`src/rtl/alu_seq_pkg.sv`:
```
// alu_seq_pkg: opcode encodings, enable bit indices, FSM states and decode helpers for alu_op_sequencer
package alu_seq_pkg;
  localparam int OP_W = 4;
  localparam int EN_W = 11;
  localparam logic [OP_W-1:0] OP_NOP  = 4'b0000;
  localparam logic [OP_W-1:0] OP_MULT = 4'b0001;
  localparam logic [OP_W-1:0] OP_ADD  = 4'b0010;
  localparam logic [OP_W-1:0] OP_SUB  = 4'b0011;
  localparam logic [OP_W-1:0] OP_DSC  = 4'b1000;
  localparam logic [OP_W-1:0] OP_RSR  = 4'b1001;
  localparam logic [OP_W-1:0] OP_USC  = 4'b1010;
  localparam logic [OP_W-1:0] OP_LSR  = 4'b1011;
  localparam logic [OP_W-1:0] OP_AWC  = 4'b1100;
  localparam logic [OP_W-1:0] OP_AND  = 4'b1101;
  localparam logic [OP_W-1:0] OP_XWC  = 4'b1110;
  localparam logic [OP_W-1:0] OP_OR   = 4'b1111;
  localparam int EN_DSC  = 0;
  localparam int EN_RSR  = 1;
  localparam int EN_USC  = 2;
  localparam int EN_LSR  = 3;
  localparam int EN_AWC  = 4;
  localparam int EN_AND  = 5;
  localparam int EN_XWC  = 6;
  localparam int EN_OR   = 7;
  localparam int EN_MULT = 8;
  localparam int EN_ADD  = 9;
  localparam int EN_SUB  = 10;
  typedef enum logic [1:0] {S_IDLE, S_EXEC, S_RETIRE} state_t;
  // 0100-0111 are the only unassigned encodings
  function automatic logic is_legal(input logic [OP_W-1:0] op);
    return op[3:2] != 2'b01;
  endfunction
  // only mult waits on the datapath handshake
  function automatic logic is_long(input logic [OP_W-1:0] op);
    return op == OP_MULT;
  endfunction
  // nop and illegal opcodes map to an all-zero enable
  function automatic logic [EN_W-1:0] onehot(input logic [OP_W-1:0] op);
    logic [EN_W-1:0] r;
    r = '0;
    case (op)
      OP_DSC:  r[EN_DSC]  = 1'b1;
      OP_RSR:  r[EN_RSR]  = 1'b1;
      OP_USC:  r[EN_USC]  = 1'b1;
      OP_LSR:  r[EN_LSR]  = 1'b1;
      OP_AWC:  r[EN_AWC]  = 1'b1;
      OP_AND:  r[EN_AND]  = 1'b1;
      OP_XWC:  r[EN_XWC]  = 1'b1;
      OP_OR:   r[EN_OR]   = 1'b1;
      OP_MULT: r[EN_MULT] = 1'b1;
      OP_ADD:  r[EN_ADD]  = 1'b1;
      OP_SUB:  r[EN_SUB]  = 1'b1;
      default: r = '0;
    endcase
    return r;
  endfunction
endpackage

```
`src/rtl/alu_seq_fifo.sv`:
```
// alu_seq_fifo: DEPTH x W opcode FIFO with full/empty flags derived from a registered count
module alu_seq_fifo #(
  parameter int DEPTH = 4,
  parameter int W = 4
) (
  input  logic         clk,
  input  logic         rst,
  input  logic         push,
  input  logic         pop,
  input  logic [W-1:0] din,
  output logic [W-1:0] dout,
  output logic         full,
  output logic         empty
);
  localparam int AW = $clog2(DEPTH);
  logic [W-1:0]  r_mem [DEPTH];
  logic [AW-1:0] r_wr;
  logic [AW-1:0] r_rd;
  logic [AW:0]   r_cnt;
  logic          w_push;
  logic          w_pop;
  assign full   = r_cnt == (AW+1)'(DEPTH);
  assign empty  = r_cnt == '0;
  assign w_push = push & ~full;
  assign w_pop  = pop & ~empty;
  assign dout   = r_mem[r_rd];
  // pointers wrap naturally because DEPTH is a power of two
  always_ff @(posedge clk or posedge rst) begin
    if (rst) begin
      r_wr  <= '0;
      r_rd  <= '0;
      r_cnt <= '0;
    end else begin
      r_wr  <= r_wr + AW'(w_push);
      r_rd  <= r_rd + AW'(w_pop);
      r_cnt <= r_cnt + (AW+1)'(w_push) - (AW+1)'(w_pop);
    end
  end
  // storage needs no reset; empty flag guards stale entries
  always_ff @(posedge clk) begin
    if (w_push) r_mem[r_wr] <= din;
  end
endmodule

```
`src/rtl/alu_op_sequencer.sv`:
```
// alu_op_sequencer: buffers opcodes and issues them to the ALU datapath one at a time; ALU_SEQ_PERF_CNT_EN adds perf counters
module alu_op_sequencer
  import alu_seq_pkg::*;
#(
  parameter int DEPTH = 4,
  parameter int SHORT_LAT = 1,
  parameter int TIMEOUT = 64
) (
  input  logic            clk,
  input  logic            rst,
  input  logic            in_valid,
  input  logic [OP_W-1:0] in_opcode,
  output logic            in_ready,
  output logic [EN_W-1:0] op_en,
  output logic            op_start,
  input  logic            dp_done,
  output logic            busy,
  output logic            retire_valid,
  output logic [OP_W-1:0] retire_opcode,
  output logic            err_illegal,
`ifdef ALU_SEQ_PERF_CNT_EN
  output logic [15:0]     perf_retired,
  output logic [15:0]     perf_mult_cycles,
`endif
  output logic            err_timeout
);
  localparam int CW = $clog2(TIMEOUT + SHORT_LAT + 1);
  state_t          r_state;
  state_t          w_next;
  logic [OP_W-1:0] r_op;
  logic [CW-1:0]   r_cnt;
  logic            r_ill;
  logic            r_tmo;
  logic            w_full;
  logic            w_empty;
  logic            w_push;
  logic            w_pop;
  logic [OP_W-1:0] w_head;
  logic            w_dp;
  logic            w_exec_done;
  assign in_ready = ~rst & ~w_full;
  assign w_push   = in_valid & in_ready;
  assign w_pop    = (r_state == S_IDLE) & ~w_empty;
  // dp_done only counts for mult and never in the op_start cycle
  assign w_dp        = is_long(r_op) & dp_done & (r_cnt != '0);
  assign w_exec_done = is_long(r_op) ? (w_dp | (r_cnt == CW'(TIMEOUT-1))) : (r_cnt == CW'(SHORT_LAT-1));
  alu_seq_fifo #(.DEPTH(DEPTH), .W(OP_W)) u_fifo (
    .clk(clk),
    .rst(rst),
    .push(w_push),
    .pop(w_pop),
    .din(in_opcode),
    .dout(w_head),
    .full(w_full),
    .empty(w_empty)
  );
  // next state and state-decoded outputs
  always_comb begin
    w_next        = r_state;
    op_en         = '0;
    op_start      = 1'b0;
    retire_valid  = 1'b0;
    retire_opcode = '0;
    err_illegal   = 1'b0;
    err_timeout   = 1'b0;
    w_next = (r_state == S_IDLE) ? (w_empty ? S_IDLE : (is_legal(w_head) && w_head != OP_NOP) ? S_EXEC : S_RETIRE)
           : (r_state == S_EXEC) ? (w_exec_done ? S_RETIRE : S_EXEC)
           : S_IDLE;
    op_en         = (r_state == S_EXEC) ? onehot(r_op) : '0;
    op_start      = (r_state == S_EXEC) && (r_cnt == '0);
    retire_valid  = r_state == S_RETIRE;
    retire_opcode = retire_valid ? r_op : '0;
    err_illegal   = retire_valid & r_ill;
    err_timeout   = retire_valid & r_tmo;
  end
  assign busy = (r_state != S_IDLE) | ~w_empty;
  // state register, captured opcode, exec cycle counter and error flags
  always_ff @(posedge clk or posedge rst) begin
    if (rst) begin
      r_state <= S_IDLE;
      r_op    <= '0;
      r_cnt   <= '0;
      r_ill   <= 1'b0;
      r_tmo   <= 1'b0;
    end else begin
      r_state <= w_next;
      if (w_pop) begin
        r_op  <= w_head;
        r_ill <= ~is_legal(w_head);
        r_tmo <= 1'b0;
        r_cnt <= '0;
      end
      if (r_state == S_EXEC) begin
        r_cnt <= r_cnt + 1'b1;
        r_tmo <= w_exec_done & is_long(r_op) & ~w_dp;
      end
    end
  end
`ifdef ALU_SEQ_PERF_CNT_EN
  logic [15:0] r_perf_ret;
  logic [15:0] r_perf_mul;
  // free-running wrapping counters of retirements and mult exec cycles
  always_ff @(posedge clk or posedge rst) begin
    if (rst) begin
      r_perf_ret <= '0;
      r_perf_mul <= '0;
    end else begin
      r_perf_ret <= r_perf_ret + 16'(retire_valid);
      r_perf_mul <= r_perf_mul + 16'((r_state == S_EXEC) && is_long(r_op));
    end
  end
  assign perf_retired     = r_perf_ret;
  assign perf_mult_cycles = r_perf_mul;
`endif
endmodule

```
`config.mk`:
```
export PLATFORM = sky130hd
export DESIGN_NAME = alu_op_sequencer
export DESIGN_NICKNAME = d
export VERILOG_FILES = /design/src/rtl/alu_seq_pkg.sv /design/src/rtl/alu_seq_fifo.sv /design/src/rtl/alu_op_sequencer.sv
export SDC_FILE = /design/constraint.sdc
export NUM_CORES = 1
export LEC_CHECK = 0
export BUFFER_PORTS_ARGS = -buffer_cell sky130_fd_sc_hd__buf_2
export CAP_MARGIN = 20
export CELL_PAD_IN_SITES_DETAIL_PLACEMENT = 0
export CELL_PAD_IN_SITES_GLOBAL_PLACEMENT = 1
export CORE_MARGIN = 1
export CORE_UTILIZATION = 47
export DETAILED_ROUTE_END_ITERATION = 8
export PLACE_DENSITY = 0.81
export SYNTH_ARGS = -nofsm -noshare
export SYNTH_HDL_FRONTEND = slang
export SYNTH_SLANG_ARGS = --single-unit
```
`constraint.sdc`:
```
create_clock -name clk -period 7.05 [get_ports clk]
set_clock_uncertainty 0.15 [all_clocks]
set_input_delay 0.705 -clock clk [delete_from_list [all_inputs] [get_ports clk]]
set_output_delay 0.705 -clock clk [all_outputs]
set_load 0.01 [all_outputs]
```
==> metrics.cfg <==
[global_route]
overflow = 0
antenna_found_initial = 0
grt_usage = 0.191
grt_max_degree = 23
grt_pass1_wl_um = 5710
grt_pass1_vias = 1207

[cells_and_area]
stdcell_count = 236
drive_above_1_share = 0.255
nFillCells = 309
syn_to_final_growth_pct = 16.5
n_antenna_cell = 0
final_nets = 202

[setup_path]
max_stage_delay_ps = 430
arrival_ps = 2900
worstPathMaxFanout = 10
crit_path_top_delay_cell = dfrtp_1
worstSetupPathType = reg -> reg
crit_path_end_kind = register
worstPathRequired_ps = 7120
critical_path.cell_chain = or3_1 > nand2_2 > clkinv_1 > ha_1 > inv_1 > ha_1 > inv_1 > fa_1 > xnor2_1 > xnor2_1
start_kind = register

[yosys]
synthSimpleGateAreaFrac = 0.197
synth_top_family_by_area = simple AND/OR/NAND/NOR gates
synth_cells = 156
synth.net_count = 171
yosysUniqueCellTypes = 40
synthAdderAreaFrac = 0.0526
synth_compound_area_frac = 0.0776
synth_mux_area_frac = 0.0499
synthTopCellsByArea = dfrtp_1, edfxtp_1, mux4_2
synth_flop_cell = dfrtp_1
synth_seq_area_share = 0.571
ys_async_sr_fraction = 0.579
yosys_warnings = 0
syn_area_mm2 = 0.00181
synth-edff-count = 16
synth-seq-cells = 38
synth_top_area_frac = 0.305
yosysTopAreaCell = dfrtp_1
synth-xor-area-share = 0.0242
syn_avg_cell_area_um2 = 11.6

[clock_network]
insertion_delay_ps = 300
htreeDepth = 2
cts_hold_buf = 0
clk_pin_slew_ps = 80
cts_sinks = 38
root_buffer = clkbuf_8
clockBufferDepth = 2
numCtsBuffers = 5
cts_tree = done
post_cts_resized = 0
postCtsSetupRepairBufs = 0

[die]
ioPinCount = 29
core_mm2 = 0.00366
die_height_um = 64
die-area_mm2 = 0.00410
dieWidth_um = 64
start_util = 0.494
num_rows = 22

[pwr]
sw_frac_of_total = 0.376
p_switching_uw = 322
p_leak_nw = 0.922
pwr-share-clk = 0.215
seq_power_share = 0.419
powerDensity_mw_per_mm2 = 407
ir_drop_mv = 0.273
p_comb_frac = 0.366
p_total_uw = 857
p_int_uw = 534

[placement]
routabilityCongestion = 0.796
placement.io_buffers = 28
dp_hpwl_um = 2350
dp_cells = 228

[routing]
wire_per_inst_um = 13.6
vias = 1266
drt-vias-per-instance = 5.36
drc_errors = 0
drt_iter0_drc = 43
ant_nets = 0
drtPass1Iterations = 4
routed_wl_um = 3200

[outcome]
outcome = finished, final reports clean

[sta]
final_hold_viol_count = 0
post-route-period-util = 0.402
setup_viol = 0
slew_headroom = 0.441
worst_pin_slew_ps = 837
fin_crit_ps = 2830
slew_viol_final = 0
fin_setup_tns_ps = 0
timing.fmax_mhz = 353
rsz0062_at_grt = no

[flow_run]
cap_violations = 0

[min_path]
hold_path_class = reg -> reg

-- per-stage QoR --
step                      cell area, um^2  hold slack, ps  worst slack [ps]  utilization
after floorplan                      1810             292              4490            -
after global placement               1990             323              4330        0.544
after detailed placement             1990             336              4210        0.544
after CTS                            2100             354              4180        0.575
after global routing                 2100             376              4030        0.575
final                                2100             353              4220        0.575
-- power by group through the flow --
stage          clock, mW  combinational (mW)  sequential [mW]
5_1_grt            0.198               0.361            0.373
2_1_floorplan          0               0.249            0.342
3_5_place_dp           0               0.319            0.365
6_report           0.184               0.314            0.359
3_3_place_gp           0               0.306            0.360
4_1_cts            0.188               0.321            0.360
-- cell families after synthesis --
group	Yosys count
DFF	38
and+or+nand+nor	69
adders and majority gates	7
buffers and inverters	13
AOI/OAI and AO/OA	20
muxes	4
xor gates and xnor gates	5
-- critical path: cells and delay by family (launching register included) --
family,cells,cell delay [ps]
xor+xnor,2,350
simple gates,2,610
buf+inv,3,370
fa+ha+maj,3,860
flops,1,430
-- path summary, 6_finish.rpt --
| path | start | end | slack (ps) | cells after the start |
|---|---|---|---|---|
| hold reg to reg | r_tmo | r_tmo | 350 | 1 |
| max in group asynchronous | rst | u_fifo.r_rd[1] | 5800 | 2 |
| setup reg to reg | u_fifo.r_cnt[2] | u_fifo.r_cnt[2] | 4220 | 10 |
| setup / recovery | u_fifo.r_cnt[2] | u_fifo.r_cnt[2] | 4220 | 10 |
| min in group asynchronous | rst | r_cnt[1] | 430 | 2 |
| hold / removal | r_tmo | r_tmo | 350 | 1 |
-- Yosys cell counts (all sizes together), types with 2 or more instances --
cell	instances
nand2	22
and3	2
nor2	12
xnor2	2
inv	8
ha	6
and2	6
dfrtp	22
nor2b	3
or3	2
mux4	4
a21oi	5
nand3	4
nor3b	2
nor3	4
nand2b	4
o21ai	5
nor4	4
edfxtp	16
clkbuf	3
xor2	3
a31oi	2
-- layer usage --
metal	wire length (um)	track usage	part of all wire
met2	1530	0.303	0.48
met5	0	0	0
met1	1460	0.243	0.46
met3	141	0.0482	0.044
met4	72	0.0938	0.023
-- cell usage in the layout, fill, tap and decap left out, types with 5 or more instances in the layout --
| master | instances |
|---|---|
| a21oi_1 | 5 |
| and2_1 | 6 |
| buf_2 | 28 |
| clkbuf_8 | 5 |
| dfrtp_1 | 22 |
| edfxtp_1 | 16 |
| ha_1 | 6 |
| inv_1 | 8 |
| nand2_1 | 20 |
| nor2_1 | 12 |
| o21ai_0 | 5 |
-- cell type report --
class                           count  area, um^2  area share
Sequential cell                    38        1030       0.490
Multi-Input combinational cell    105         726       0.345
Timing Repair Buffer               28         140      0.0666
Clock buffer                        5        68.8      0.0327
Tap cell                           48        60.1      0.0285
Clock inverter                      3        45.0      0.0214
Inverter                            9        33.8      0.0161
-- flip-flops by register name, indices dropped and copies added (netlist names) --
name,cells
r_cnt,7
r_ill,1
r_op,4
r_state,2
r_tmo,1
u_fifo.r_cnt,3
u_fifo.r_mem,16
u_fifo.r_rd,2
u_fifo.r_wr,2
(Power assumes the default switching activity.)
